**config.mk**
```make
export PLATFORM = sky130hd
export DESIGN_NAME = num_tx_formatter
export DESIGN_NICKNAME = d
export VERILOG_FILES = /design/src/rtl/calckit_pkg.sv /design/src/rtl/bin2bcd_seq.sv /design/src/rtl/num_tx_formatter.sv
export SDC_FILE = /design/constraint.sdc
export NUM_CORES = 1
export LEC_CHECK = 0
export CAP_MARGIN = 20
export CORE_MARGIN = 4
export CORE_UTILIZATION = 53
export DETAILED_ROUTE_END_ITERATION = 6
export GPL_ROUTABILITY_DRIVEN = 0
export HOLD_SLACK_MARGIN = 0.1
export PLACE_DENSITY_LB_ADDON = 0.1
export SLEW_MARGIN = 10
export SYNTH_ARGS = -nofsm -noshare
export SYNTH_HDL_FRONTEND = slang
export SYNTH_SLANG_ARGS = --single-unit
```
**constraint.sdc**
```tcl
create_clock -name clk -period 2.4 [get_ports clk]
set_input_delay 0.48 -clock clk [delete_from_list [all_inputs] [get_ports clk]]
set_output_delay 0.48 -clock clk [all_outputs]
set_load 0.03 [all_outputs]
```
**src/rtl/calckit_pkg.sv**
```systemverilog
// rtl/calckit_pkg.sv - shared CalcKit constants, terminator encodings and formatter states
package calckit_pkg;

    localparam logic [7:0] ASCII_0  = 8'h30;
    localparam logic [7:0] ASCII_CR = 8'h0D;
    localparam logic [7:0] ASCII_LF = 8'h0A;
    localparam logic [7:0] ASCII_SP = 8'h20;

    localparam logic [1:0] TERM_NONE = 2'd0;
    localparam logic [1:0] TERM_CR   = 2'd1;
    localparam logic [1:0] TERM_CRLF = 2'd2;
    localparam logic [1:0] TERM_SP   = 2'd3;

    typedef enum logic [2:0] {
        FMT_IDLE,
        FMT_CONVERT,
        FMT_SEND_DIG,
        FMT_SEND_T1,
        FMT_SEND_T2
    } fmt_state_e;

    function automatic logic [3:0] bcd_digit(input logic [19:0] bcd, input logic [2:0] idx);
        return bcd[{idx, 2'b00} +: 4];
    endfunction

    function automatic logic [7:0] digit_ascii(input logic [3:0] d);
        return ASCII_0 + {4'h0, d};
    endfunction

    function automatic logic [7:0] term_first(input logic [1:0] mode);
        return (mode == TERM_SP) ? ASCII_SP : ASCII_CR;
    endfunction

endpackage

```
**src/rtl/bin2bcd_seq.sv**
```systemverilog
// rtl/bin2bcd_seq.sv - sequential 16-bit binary to 5-digit BCD, one double-dabble step per cycle
module bin2bcd_seq (
    input  logic        clk_i,
    input  logic        rst_i,
    input  logic        start_i,
    input  logic [15:0] bin_i,
    output logic        done_o,
    output logic [19:0] bcd_o
);

    logic [15:0] bin_q;
    logic [19:0] bcd_q;
    logic [3:0]  cnt_q;
    logic        busy_q;
    logic [19:0] adj;
    logic [19:0] bcd_d;

    always_comb begin
        adj = bcd_q;
        for (int k = 0; k < 5; k++) begin
            if (adj[4*k +: 4] >= 4'd5) begin
                adj[4*k +: 4] = adj[4*k +: 4] + 4'd3;
            end
        end
        bcd_d = {adj[18:0], bin_q[15]};
    end

    // done and bcd_o expose the result of the step taken on this edge so the caller
    // can load its first output byte on the same edge as the last iteration.
    assign done_o = busy_q && (cnt_q == 4'd15);
    assign bcd_o  = bcd_d;

    always_ff @(posedge clk_i) begin
        if (rst_i) begin
            bin_q  <= 16'h0000;
            bcd_q  <= 20'h00000;
            cnt_q  <= 4'd0;
            busy_q <= 1'b0;
        end else if (start_i) begin
            bin_q  <= bin_i;
            bcd_q  <= 20'h00000;
            cnt_q  <= 4'd0;
            busy_q <= 1'b1;
        end else if (busy_q) begin
            bin_q <= {bin_q[14:0], 1'b0};
            bcd_q <= bcd_d;
            cnt_q <= cnt_q + 4'd1;
            if (cnt_q == 4'd15) begin
                busy_q <= 1'b0;
            end
        end
    end

endmodule

```
**src/rtl/num_tx_formatter.sv**
```systemverilog
// rtl/num_tx_formatter.sv - prints a 16-bit value as decimal ASCII with optional terminator
import calckit_pkg::*;

module num_tx_formatter #(
    parameter logic [1:0] TERM_MODE = TERM_CRLF
) (
    input  logic        clk,
    input  logic        rst,
    input  logic [15:0] number_in,
    input  logic        number_valid,
    output logic        number_ready,
    output logic [7:0]  tx_data,
    output logic        tx_valid,
    input  logic        tx_ready
);

    fmt_state_e  state_q;
    logic        ready_q;
    logic        valid_q;
    logic [7:0]  data_q;
    logic [2:0]  ptr_q;
    logic [19:0] digits_q;

    logic        accept;
    logic        bcd_done;
    logic [19:0] bcd_res;
    logic [2:0]  first_ptr;

    assign accept       = number_valid && ready_q;
    assign number_ready = ready_q;
    assign tx_valid     = valid_q;
    assign tx_data      = data_q;

    bin2bcd_seq u_bcd (
        .clk_i   (clk),
        .rst_i   (rst),
        .start_i (accept),
        .bin_i   (number_in),
        .done_o  (bcd_done),
        .bcd_o   (bcd_res)
    );

    // Highest nonzero nibble wins; an all-zero value falls through to the units digit.
    always_comb begin
        first_ptr = 3'd0;
        for (int k = 0; k < 5; k++) begin
            if (bcd_res[4*k +: 4] != 4'd0) begin
                first_ptr = 3'(k);
            end
        end
    end

    always_ff @(posedge clk) begin
        if (rst) begin
            state_q  <= FMT_IDLE;
            ready_q  <= 1'b1;
            valid_q  <= 1'b0;
            data_q   <= 8'h00;
            ptr_q    <= 3'd0;
            digits_q <= 20'h00000;
        end else begin
            case (state_q)
                FMT_IDLE: begin
                    if (accept) begin
                        ready_q <= 1'b0;
                        state_q <= FMT_CONVERT;
                    end
                end
                FMT_CONVERT: begin
                    if (bcd_done) begin
                        digits_q <= bcd_res;
                        ptr_q    <= first_ptr;
                        data_q   <= digit_ascii(bcd_digit(bcd_res, first_ptr));
                        valid_q  <= 1'b1;
                        state_q  <= FMT_SEND_DIG;
                    end
                end
                FMT_SEND_DIG: begin
                    if (tx_ready) begin
                        if (ptr_q == 3'd0) begin
                            if (TERM_MODE == TERM_NONE) begin
                                valid_q <= 1'b0;
                                ready_q <= 1'b1;
                                state_q <= FMT_IDLE;
                            end else begin
                                data_q  <= term_first(TERM_MODE);
                                state_q <= FMT_SEND_T1;
                            end
                        end else begin
                            ptr_q  <= ptr_q - 3'd1;
                            data_q <= digit_ascii(bcd_digit(digits_q, ptr_q - 3'd1));
                        end
                    end
                end
                FMT_SEND_T1: begin
                    if (tx_ready) begin
                        if (TERM_MODE == TERM_CRLF) begin
                            data_q  <= ASCII_LF;
                            state_q <= FMT_SEND_T2;
                        end else begin
                            valid_q <= 1'b0;
                            ready_q <= 1'b1;
                            state_q <= FMT_IDLE;
                        end
                    end
                end
                FMT_SEND_T2: begin
                    if (tx_ready) begin
                        valid_q <= 1'b0;
                        ready_q <= 1'b1;
                        state_q <= FMT_IDLE;
                    end
                end
                default: begin
                    valid_q <= 1'b0;
                    ready_q <= 1'b1;
                    state_q <= FMT_IDLE;
                end
            endcase
        end
    end

endmodule

```
==> results.json <==
{
  "status": "complete, no violations",
  "grtUsageMet3": 0.04657,
  "max_freq_mhz": 438.6,
  "maxCapViolations": 0,
  "seq_area_um2": 1484,
  "fp.dieH_um": 95.63,
  "dieArea_um2": 9145,
  "post-route-period-util": 0.9500,
  "cts_buffers": 9,
  "htree_levels": 3,
  "synth_cell_type_count": 63,
  "fin_nets": 541,
  "fin_crit_ns": 2.280,
  "relSlewSlack": 0.5585,
  "first_pass_iters": 4,
  "core_um2": 7370,
  "start_util": 0.5523,
  "drc": 0,
  "setup_viol": 0,
  "synth_seq_cells": 74,
  "grt.met1_usage": 0.2792,
  "p_leak_nw": 1.667,
  "clockBufferDepth": 2,
  "setup_tns_ns": 0,
  "rows": 31,
  "grt_pass1_vias": 3219,
  "hp-class": "register to register",
  "yosys_warnings": 0,
  "critPathKind": "register to register",
  "fin_skew_ns": 0.01111,
  "fillers": 655,
  "antenna_found_initial": 0,
  "drive_gt1_frac": 0.1092,
  "place_ws_ns": 0.05094,
  "cts_setup_buffers": 0,
  "grt_remaining_overflow": 0,
  "crit_start": "u_bcd.bcd_q[17]$_SDFFE_PP0P_",
  "area_delta_synth_final_pct": 14.76,
  "final_hold_viol_count": 0,
  "routedWlPerCell_um": 14.65,
  "tritoncts": "yes",
  "grt.total_usage": 0.2078,
  "cp-end-kind": "register",
  "grtUsageMet2": 0.3306,
  "yosysTopAreaCell": "dfxtp_1",
  "grt_max_degree": 51,
  "synth-async-reset-ratio": 0,
  "multiInputGateArea_um2": 2385,
  "drt_wl_total_um": 8968,
  "syn_area_per_cell_um2": 8.358,
  "setup_ws_ns": 0.1199,
  "yosysTopAreaCellShare": 0.3640,
  "globalRoute.busiestLayer": "met2",
  "r2r_cells": 8,
  "cts_sinks": 74,
  "grt_pass1_wl_um": 14990,
  "worstSkewPairLatency_ns": 0.34,
  "worstSetupEndpoint": "tx_data[2]$_SDFFE_PP0P_",
  "timing_max_transition_violations_final": 0,
  "r2r_end": "tx_data[2]$_SDFFE_PP0P_",
  "antenna_cells": 0,
  "fin_util": 0.6338,
  "r2r_slack_ns": 0.12,
  "cts_root_buf": "clkbuf_8",
  "yosysSeqAreaShare": 0.3640,
  "tightest_slew_ns": 0.6623,
  "cts-hold-fix-buffers": 0,
  "synth_area_leaders": "dfxtp_1 36%, mux2i_1 8.1%, nor2_1 5.7%, a211oi_1 5.5%, a21oi_1 4.7%",
  "rr_startpoint": "u_bcd.bcd_q[17]$_SDFFE_PP0P_",
  "total_power_w": 0.003128,
  "synthFlopType": "dfxtp_1",
  "drt_iter0_markers": 195,
  "vias": 3517,
  "synth_edf_count": 0,
  "die_w_um": 95.63,
  "rsz0062_at_grt": "false",
  "routed_via_density": 5.747,
  "synth_area_um2": 4070,
  "portBuffers": 27,
  "cp.required_ns": 2.62,
  "p_per_area_nw_per_um2": 669.6,
  "clk_transition_reported_paths_ns": 0.08,
  "start_kind": "register",
  "crit_fanout": 3,
  "syn_inst": 487,
  "worstPathArrival_ns": 2.50,
  "vdd_drop_max_v": 0.0004698,
  "io_pins": 30,
  "dp.final_hpwl_um": 6515,
  "ant_nets": 0
}
[metrics by stage]
stage	cell area (um^2)	hold slack [ns]	std cells
floorplan	4074	0.4271	488
global placement	4437	0.4393	596
detailed placement	4437	0.4439	596
CTS	4661	0.4581	612
global route	4671	0.4785	612
finish	4671	0.4541	612
[routing by layer]
metal / up-vias / share of wire
met5: - / 0
met4: 0 / 0.018
met3: 13 / 0.046
met2: 68 / 0.48
met1: 1668 / 0.46
li1: 1768 / -
[timing repair]
action,in CTS,in global routing
pin swaps,0,1
gates resized for setup,1,4
endpoints found under the setup margin,1,2
[cell type report]
cell class,count,share of cell area
Tap cell,99,0.02652
Multi-Input combinational cell,361,0.5106
Clock buffer,10,0.02732
Inverter,18,0.01447
Clock inverter,6,0.01929
Timing Repair Buffer,44,0.08411
Sequential cell,74,0.3177
[layout by cell type, fill, tap and decap left out, types with 9 or more instances in the layout]
master            n
o21ai_0          14
inv_1            18
clkdlybuf4s50_1  26
nor2_1           62
mux2i_1          33
clkbuf_8          9
dfxtp_1          72
nand2b_1         11
a21oi_1          37
nand2_1          43
a211oi_1         29
ha_1             13
buf_4            17
[worst max-delay path, cell delays in order, from the launching register on]
cell	delay [ns]
dfxtp_1	0.33
inv_1	0.07
ha_1	0.19
nand2b_1	0.17
a211oi_2	0.30
o2111ai_2	0.18
or4_1	0.54
a31o_2	0.25
o2bb2ai_1	0.12
[Yosys cell counts (3+ instances only)]
cell	count
a31oi_1	5
nor3b_1	7
mux4_2	4
buf_1	3
nand3_1	8
nand4_1	3
o21ai_0	15
o31ai_1	3
nand2_1	43
and2_1	4
dfxtp_1	74
o2bb2ai_1	3
a221oi_1	3
nor2_1	62
buf_4	3
xnor2_1	8
mux2i_1	33
nor2b_1	4
o211ai_1	6
or3_1	4
inv_1	18
ha_1	13
nand3b_1	5
a21oi_1	38
clkbuf_1	25
nor3_1	7
or2_2	3
nand2b_1	11
a211oi_1	30
[logic make-up after synthesis]
logic type / synth area share
simple gates: 0.2090
compound gates: 0.2054
flops: 0.3640
buf+inv: 0.05595
mux: 0.1033
fa+ha+maj: 0.03996
xor+xnor: 0.02152
other cells: 0.0009213
[worst min-delay path by stage]
stage | start | end | cells past startpoint
final | digits_q[14]$_SDFFE_PP0P_ | digits_q[14]$_SDFFE_PP0P_ | 2
after global routing | digits_q[14]$_SDFFE_PP0P_ | digits_q[14]$_SDFFE_PP0P_ | 2
after CTS | digits_q[9]$_SDFFE_PP0P_ | digits_q[9]$_SDFFE_PP0P_ | 2
after detailed placement | digits_q[17]$_SDFFE_PP0P_ | digits_q[17]$_SDFFE_PP0P_ | 2
after global placement | digits_q[6]$_SDFFE_PP0P_ | digits_q[6]$_SDFFE_PP0P_ | 2
after floorplan | digits_q[17]$_SDFFE_PP0P_ | digits_q[17]$_SDFFE_PP0P_ | 2
[report_power, final]
part	switching, W	internal (W)	leakage [nW]
Combinational	0.000396	0.000298	0.958
Sequential	0.0000683	0.00131	0.602
Clock	0.000469	0.000589	0.107
[flip-flops by register name, indices dropped and copies added, names as in the netlist, 3 cells and up]
register     cells
u_bcd.bin_q     16
u_bcd.bcd_q     20
tx_data          5
u_bcd.cnt_q      4
state_q          3
digits_q        20
ptr_q            3
No activity file was read; power rests on OpenSTA's default activity.
